<file path="config.mk">
export PLATFORM = sky130hd
export DESIGN_NAME = falu_issue_ctrl
export DESIGN_NICKNAME = d
export VERILOG_FILES = /design/src/rtl/falu_issue_ctrl.sv
export SDC_FILE = /design/constraint.sdc
export NUM_CORES = 1
export LEC_CHECK = 0
export ABC_AREA = 0
export CORE_MARGIN = 8
export CORE_UTILIZATION = 41
export DETAILED_ROUTE_END_ITERATION = 10
export PLACE_DENSITY = 0.92
export SYNTH_ARGS = -nofsm -noshare
export SYNTH_HDL_FRONTEND = slang
export SYNTH_SLANG_ARGS = --single-unit
</file>
<file path="constraint.sdc">
create_clock -name clk -period 5.1 [get_ports clk]
set_clock_uncertainty 0.2 [all_clocks]
set_input_delay 1.02 -clock clk [delete_from_list [all_inputs] [get_ports clk]]
set_output_delay 1.02 -clock clk [all_outputs]
set_load 0.01 [all_outputs]
</file>
<file path="src/rtl/falu_issue_ctrl.sv">
`default_nettype none
// ============================================================================
// Module      : falu_issue_ctrl
// Description : Issue/sequencing controller for the fixed-latency float ALU
//               (FADD.S/FSUB.S). Starts FALU ops from EX, times the result,
//               presents it on the shared FP writeback port and raises
//               pipeline stalls for structural, RAW and WAW hazards against
//               the single pending FP destination.
// Ports       : clk, rst_n                 clock / async active-low reset
//               ex_valid, ex_falu_en,
//               ex_rd, ex_fp_wr, flush     EX-stage instruction info
//               id_fp_rs1_en, id_fp_rs2_en,
//               id_rs1, id_rs2             ID-stage FP source operands
//               wb_ready                   writeback port accepts result
//               falu_start                 FALU samples operands this cycle
//               falu_busy                  issued op not yet written back
//               wb_valid, wb_rd            pending result and its index
//               stall                      hold IF/ID/EX this cycle
// Revision    : 1.0 - initial release
// ============================================================================
module falu_issue_ctrl #(
    parameter int FALU_LAT = 3,
    parameter int RD_W     = 5
) (
    input  logic            clk,
    input  logic            rst_n,
    input  logic            ex_valid,
    input  logic            ex_falu_en,
    input  logic [RD_W-1:0] ex_rd,
    input  logic            ex_fp_wr,
    input  logic            flush,
    input  logic            id_fp_rs1_en,
    input  logic            id_fp_rs2_en,
    input  logic [RD_W-1:0] id_rs1,
    input  logic [RD_W-1:0] id_rs2,
    input  logic            wb_ready,
    output logic            falu_start,
    output logic            falu_busy,
    output logic            wb_valid,
    output logic [RD_W-1:0] wb_rd,
    output logic            stall
);

    // A latency of 1 needs no counting, but keep at least one counter bit.
    localparam int CNT_W = (FALU_LAT > 1) ? $clog2(FALU_LAT) : 1;
    localparam logic [CNT_W-1:0] C_CNT_LOAD = CNT_W'(FALU_LAT - 1);

    typedef enum logic [1:0] {
        ST_IDLE = 2'd0,
        ST_EXEC = 2'd1,
        ST_DONE = 2'd2
    } state_t;

    state_t            r_state;
    state_t            w_state_nxt;
    logic [CNT_W-1:0]  r_cnt;
    logic [CNT_W-1:0]  w_cnt_nxt;
    logic [RD_W-1:0]   r_pend_rd;
    logic [RD_W-1:0]   w_pend_rd_nxt;

    logic w_can_issue;
    logic w_falu_req;
    logic w_issue;
    logic w_busy;
    logic w_cmp_1;
    logic w_cmp_2;
    logic w_struct_stall;
    logic w_raw_stall;
    logic w_waw_stall;

    always_ff @(posedge clk or negedge rst_n) begin
        if (!rst_n) begin
            r_state   <= ST_IDLE;
            r_cnt     <= '0;
            r_pend_rd <= '0;
        end else begin
            r_state   <= w_state_nxt;
            r_cnt     <= w_cnt_nxt;
            r_pend_rd <= w_pend_rd_nxt;
        end
    end

    always_comb begin
        w_busy      = (r_state != ST_IDLE);
        w_can_issue = (r_state == ST_IDLE) | ((r_state == ST_DONE) & wb_ready);
        w_falu_req  = ex_valid & ex_falu_en & ~flush;
        // rst_n gating keeps falu_start low while reset is asserted, since
        // the state register alone would leave it open to EX inputs.
        w_issue     = w_falu_req & w_can_issue & rst_n;

        w_cmp_1        = w_busy & id_fp_rs1_en & (id_rs1 == r_pend_rd);
        w_cmp_2        = w_busy & id_fp_rs2_en & (id_rs2 == r_pend_rd);
        w_struct_stall = w_falu_req & ~w_can_issue;
        // No bypass: a reader still stalls on the writeback cycle itself.
        w_raw_stall    = w_cmp_1 | w_cmp_2;
        w_waw_stall    = w_busy & ex_valid & ex_fp_wr & (ex_rd == r_pend_rd);

        w_state_nxt   = r_state;
        w_cnt_nxt     = r_cnt;
        w_pend_rd_nxt = r_pend_rd;

        case (r_state)
            ST_IDLE: begin
                if (w_issue) begin
                    w_state_nxt   = ST_EXEC;
                    w_cnt_nxt     = C_CNT_LOAD;
                    w_pend_rd_nxt = ex_rd;
                end
            end
            ST_EXEC: begin
                if (r_cnt == '0) begin
                    w_state_nxt = ST_DONE;
                end else begin
                    w_cnt_nxt = r_cnt - CNT_W'(1);
                end
            end
            ST_DONE: begin
                if (w_issue) begin
                    // Back-to-back: old result retires while the new op starts.
                    w_state_nxt   = ST_EXEC;
                    w_cnt_nxt     = C_CNT_LOAD;
                    w_pend_rd_nxt = ex_rd;
                end else if (wb_ready) begin
                    w_state_nxt = ST_IDLE;
                end
            end
            default: begin
                w_state_nxt = ST_IDLE;
                w_cnt_nxt   = '0;
            end
        endcase

        falu_start = w_issue;
        falu_busy  = w_busy;
        wb_valid   = (r_state == ST_DONE);
        wb_rd      = (r_state == ST_DONE) ? r_pend_rd : '0;
        stall      = w_struct_stall | w_raw_stall | w_waw_stall;
    end

endmodule
`default_nettype wire

</file>
* Word-level counts from Yosys, hierarchy flattened
Index checks and enable logic that the tools add are counted.
** Cells by class
- Equality and inequality tests :: 10
- Bitwise logic cells :: 19
- Muxes and demuxes :: 9
- Reductions and logical operators :: 7
- Add/sub/neg operators :: 1
** Operator list (number)
- $eq A5 B5 Y1 :: 3
- $and A1 B1 Y1 :: 13
- $mux W2 :: 6
- $ne A2 B2 Y1 const B :: 3
- $pmux W2 S3 :: 1
- $mux W5 :: 1
- $logic_not A2 Y1 :: 2
- $or A1 B1 Y1 :: 4
- $pmux W2 S2 :: 1
- $reduce_and A2 Y1 :: 2
- $ne A3 B3 Y1 const B :: 1
- $reduce_and A3 Y1 :: 1
- $eq A2 B1 Y1 const B :: 1
- $eq A2 B2 Y1 const B :: 1
- $ne A2 B1 Y1 const B :: 1
- $not A1 Y1 :: 2
- $reduce_bool A2 Y1 :: 1
- $reduce_or A2 Y1 :: 1
- $sub A2 B1 Y2 const B :: 1
** Word-level totals
- Input bits :: 24
- Register bits after elaboration :: 9
- Output and inout port bits :: 9
- Word-level logic and storage cells :: 49

* Longest topological paths before layout
- Depth in word-level cells :: 7
- Mapped depth :: 5
- Gate-level depth less buffers :: 5

* Least setup slack after synthesis
No wires, ideal clock.
- Path kind :: input-to-output
- Start point :: in ex_rd[4]
- End point :: out stall
- Path slack :: 2094 ps
- Cell stages on the path :: 4
- Buffers on the path :: 0
- Data arrival time :: 1786 ps
- Cell sequence :: xor2_1 > nor4_1 > nand4_1 > a31oi_1
** Between the ends
- Cells in the longest elaborated chain, start to end :: 3
** RTL lines
- from (decl) :: RTL line 29 : input logic [RD_W-1:0] ex_rd,
- $eq A5 B5 Y1 :: RTL line 96 : w_waw_stall = w_busy & ex_valid & ex_fp_wr & (ex_rd == r_pend_rd);
- $and A1 B1 Y1 :: RTL line 96
- $or A1 B1 Y1 :: RTL line 137 : stall = w_struct_stall | w_raw_stall | w_waw_stall;
- to (decl) :: RTL line 41 : output logic stall
Every way passes these cells.

* Worst setup path in the final report
- Start point :: in rst_n
- End point :: out falu_start
** Between the ends
- Cells in the longest elaborated chain, start to end :: 1
** RTL lines
- from (decl) :: RTL line 26 : input logic rst_n,
- $and A1 B1 Y1 :: RTL line 89 : w_issue = w_falu_req & w_can_issue & rst_n;
- to (decl) :: RTL line 37 : output logic falu_start,
Every way passes these cells.

==> results.json <==
{
  "rsz0062_at_grt": "no",
  "power_frac_comb": 0.472,
  "drive_above_1_share": 0.103,
  "n_antenna_cell": 0,
  "synth_edf_count": 0,
  "drv_cap": 0,
  "dieArea_um2": 3080,
  "grt_max_degree": 11,
  "drt_iter0_drc": 5,
  "clk_latency_ns": 0.25,
  "crit_path_end_kind": "output pin",
  "syn_nets": 87,
  "area_delta_synth_final_pct": 56.6,
  "postSynthAreaPerCell_um2": 10.3,
  "layout_commonest_cell": "clkdlybuf4s50_1",
  "r2r_end": "r_pend_rd[0]",
  "cpMostUsedCell": "clkdlybuf4s50_1",
  "numCtsBuffers": 3,
  "critPathMaxStageDelay_ns": 0.72,
  "criticalPathCategory": "input port to output pin",
  "die_y_um": 55.5,
  "status": "finished clean",
  "ys_warn_count": 0,
  "slew_headroom": 0.650,
  "routed_wl_mm": 1.72,
  "clk_path_buf_depth": 2,
  "dp_cells": 109,
  "final_cell_mix": "clkdlybuf4s50_1 (32), xor2_1 (12), dfrtp_1 (9), and2_1 (5), mux2_2 (5)",
  "p_leak_nw": 0.406,
  "worst_slew_pin_slew_ns": 0.523,
  "drt-wirelength-per-cell_um": 15.2,
  "cts_htree_levels": 1,
  "fin_ws_ns": 0.959,
  "hold_buffers": 0,
  "ys_async_sr_fraction": 1.00,
  "p_int_w": 0.000235,
  "grt_first_pass_wirelength_mm": 2.90,
  "fin_cells": 113,
  "crit_chain": "clkdlybuf4s50_1 -> nor4b_4 -> clkdlybuf4s50_1",
  "irDropWorstVdd_v": 0.000259,
  "finalHoldViolCount": 0,
  "period_share": 0.812,
  "drc": 0,
  "crit_slowest_cell": "clkdlybuf4s50_1",
  "clock-sinks": 9,
  "io_buffer_count": 32,
  "min_from": "r_cnt[0]",
  "slew_violations": 0,
  "dp_slack_ns": 0.945,
  "drt_pass1_iterations": 4,
  "cts_resized": 0,
  "r2r_slack_ns": 3.24,
  "startpoint_type": "input port",
  "pwr-share-seq": 0.388,
  "sw_frac_of_total": 0.369,
  "p_clk_frac": 0.140,
  "root_buffer": "clkbuf_4",
  "start_util": 0.430,
  "fp.dieW_um": 55.5,
  "fin_crit_ns": 4.14,
  "whs_path_depth": 1,
  "finalPower_w": 0.000372,
  "pin_count": 33,
  "hold_path_end": "r_cnt[0]",
  "postCtsSetupRepairBufs": 0,
  "rr_worst_depth": 3,
  "cts_tree": "yes",
  "grt_usage": 0.111,
  "grt-ovfl-total": 0,
  "ys.flop_type": "dfrtp_1",
  "ys_seq_elements": 9,
  "yosys.cell_types.count": 25,
  "worstPathArrival_ns": 2.92,
  "vias_per_cell": 5.04,
  "antenna_found_initial": 0,
  "syn_area_um2": 641,
  "final_nets": 123,
  "crit_fanout": 10,
  "first_global_vias": 623,
  "antenna_left": 0,
  "setup_viol": 0,
  "hpwl_mm": 1.51,
  "synth_cells": 62,
  "vias": 570,
  "p_switching_w": 0.000138,
  "setup-tns-final_ns": 0,
  "coreArea_um2": 1490,
  "r2r_start": "r_state[1]",
  "pwr_density_cell_nw_per_um2": 371,
  "place_congestion": 0.703,
  "path_clk_slew_ns": 0.06,
  "rows": 14,
  "synth_seq_area_share": 0.352,
  "min-delay-path-class": "flip-flop to flip-flop",
  "final_core_util": 0.674,
  "critPathRequiredTime_ns": 3.88,
  "critPathLaunch": "rst_n",
  "fill_cells": 131,
  "max_freq_mhz": 241
}
[worst max-delay path by stage]
stage	endpoint	slack [ns]
CTS	falu_start	0.91
floorplan	stall	2.09
detailed placement	falu_start	0.94
finish	falu_start	0.96
global route	falu_start	0.82
global placement	falu_start	0.96
[synth_stat cells (2+ instances only)]
library cell,n,share of area
a31oi_1,2,0.020
nand2b_1,2,0.020
mux2_2,5,0.088
nor4_1,3,0.029
dfrtp_1,9,0.35
xor2_1,12,0.16
xnor2_1,3,0.041
inv_1,4,0.023
o31ai_1,2,0.023
and2_1,5,0.049
[cell families after synthesis]
| group | Yosys count | share of synthesized area |
|---|---|---|
| fa+ha+maj | 1 | 0.0195 |
| simple gates | 18 | 0.207 |
| mux | 5 | 0.0879 |
| buf+inv | 5 | 0.0293 |
| xor+xnor | 15 | 0.205 |
| flops | 9 | 0.352 |
| compound gates | 9 | 0.0996 |
[metrics by stage]
step	hold slack, ns	cell area [um2]
floorplan	0.232	641
global placement	0.253	977
detailed placement	0.268	977
CTS	0.276	1000
global route	0.280	1000
finish	0.271	1000
[power groups by stage]
stage | Sequential [W] | Clock (W) | Combinational [W]
floorplan | 0.000134 | 0 | 0.000113
global placement | 0.000144 | 0 | 0.000168
detailed placement | 0.000146 | 0 | 0.000178
CTS | 0.000145 | 0.0000542 | 0.000179
global route | 0.000151 | 0.0000583 | 0.000195
finish | 0.000144 | 0.0000520 | 0.000176
[per-layer routing]
metal	share of wire	routed length, um	vias to the layer above	GRT usage
met5	0	0	-	0
met4	0	0	0	0.0317
met3	0.071	122	0	0.0388
met2	0.54	923	19	0.188
met1	0.39	671	264	0.127
li1	-	-	287	-
[flip-flops by register name, summed over array words and instances, names as in the netlist]
register	count
r_state	2
r_pend_rd	5
r_cnt	2
[final cells by class]
class	instances	area (um2)	share of cell area
Clock buffer	4	26.3	0.0262
Inverter	4	15.0	0.0150
Multi-Input combinational cell	48	397	0.395
Sequential cell	9	225	0.224
Tap cell	16	20.0	0.0200
Timing Repair Buffer	32	320	0.319
[worst max-delay path, delay by kind of cell]
family / cells / cell delay (ns)
buf+inv: 2 / 1.37
simple gates: 1 / 0.53
Power figures use the tool's default switching activity.
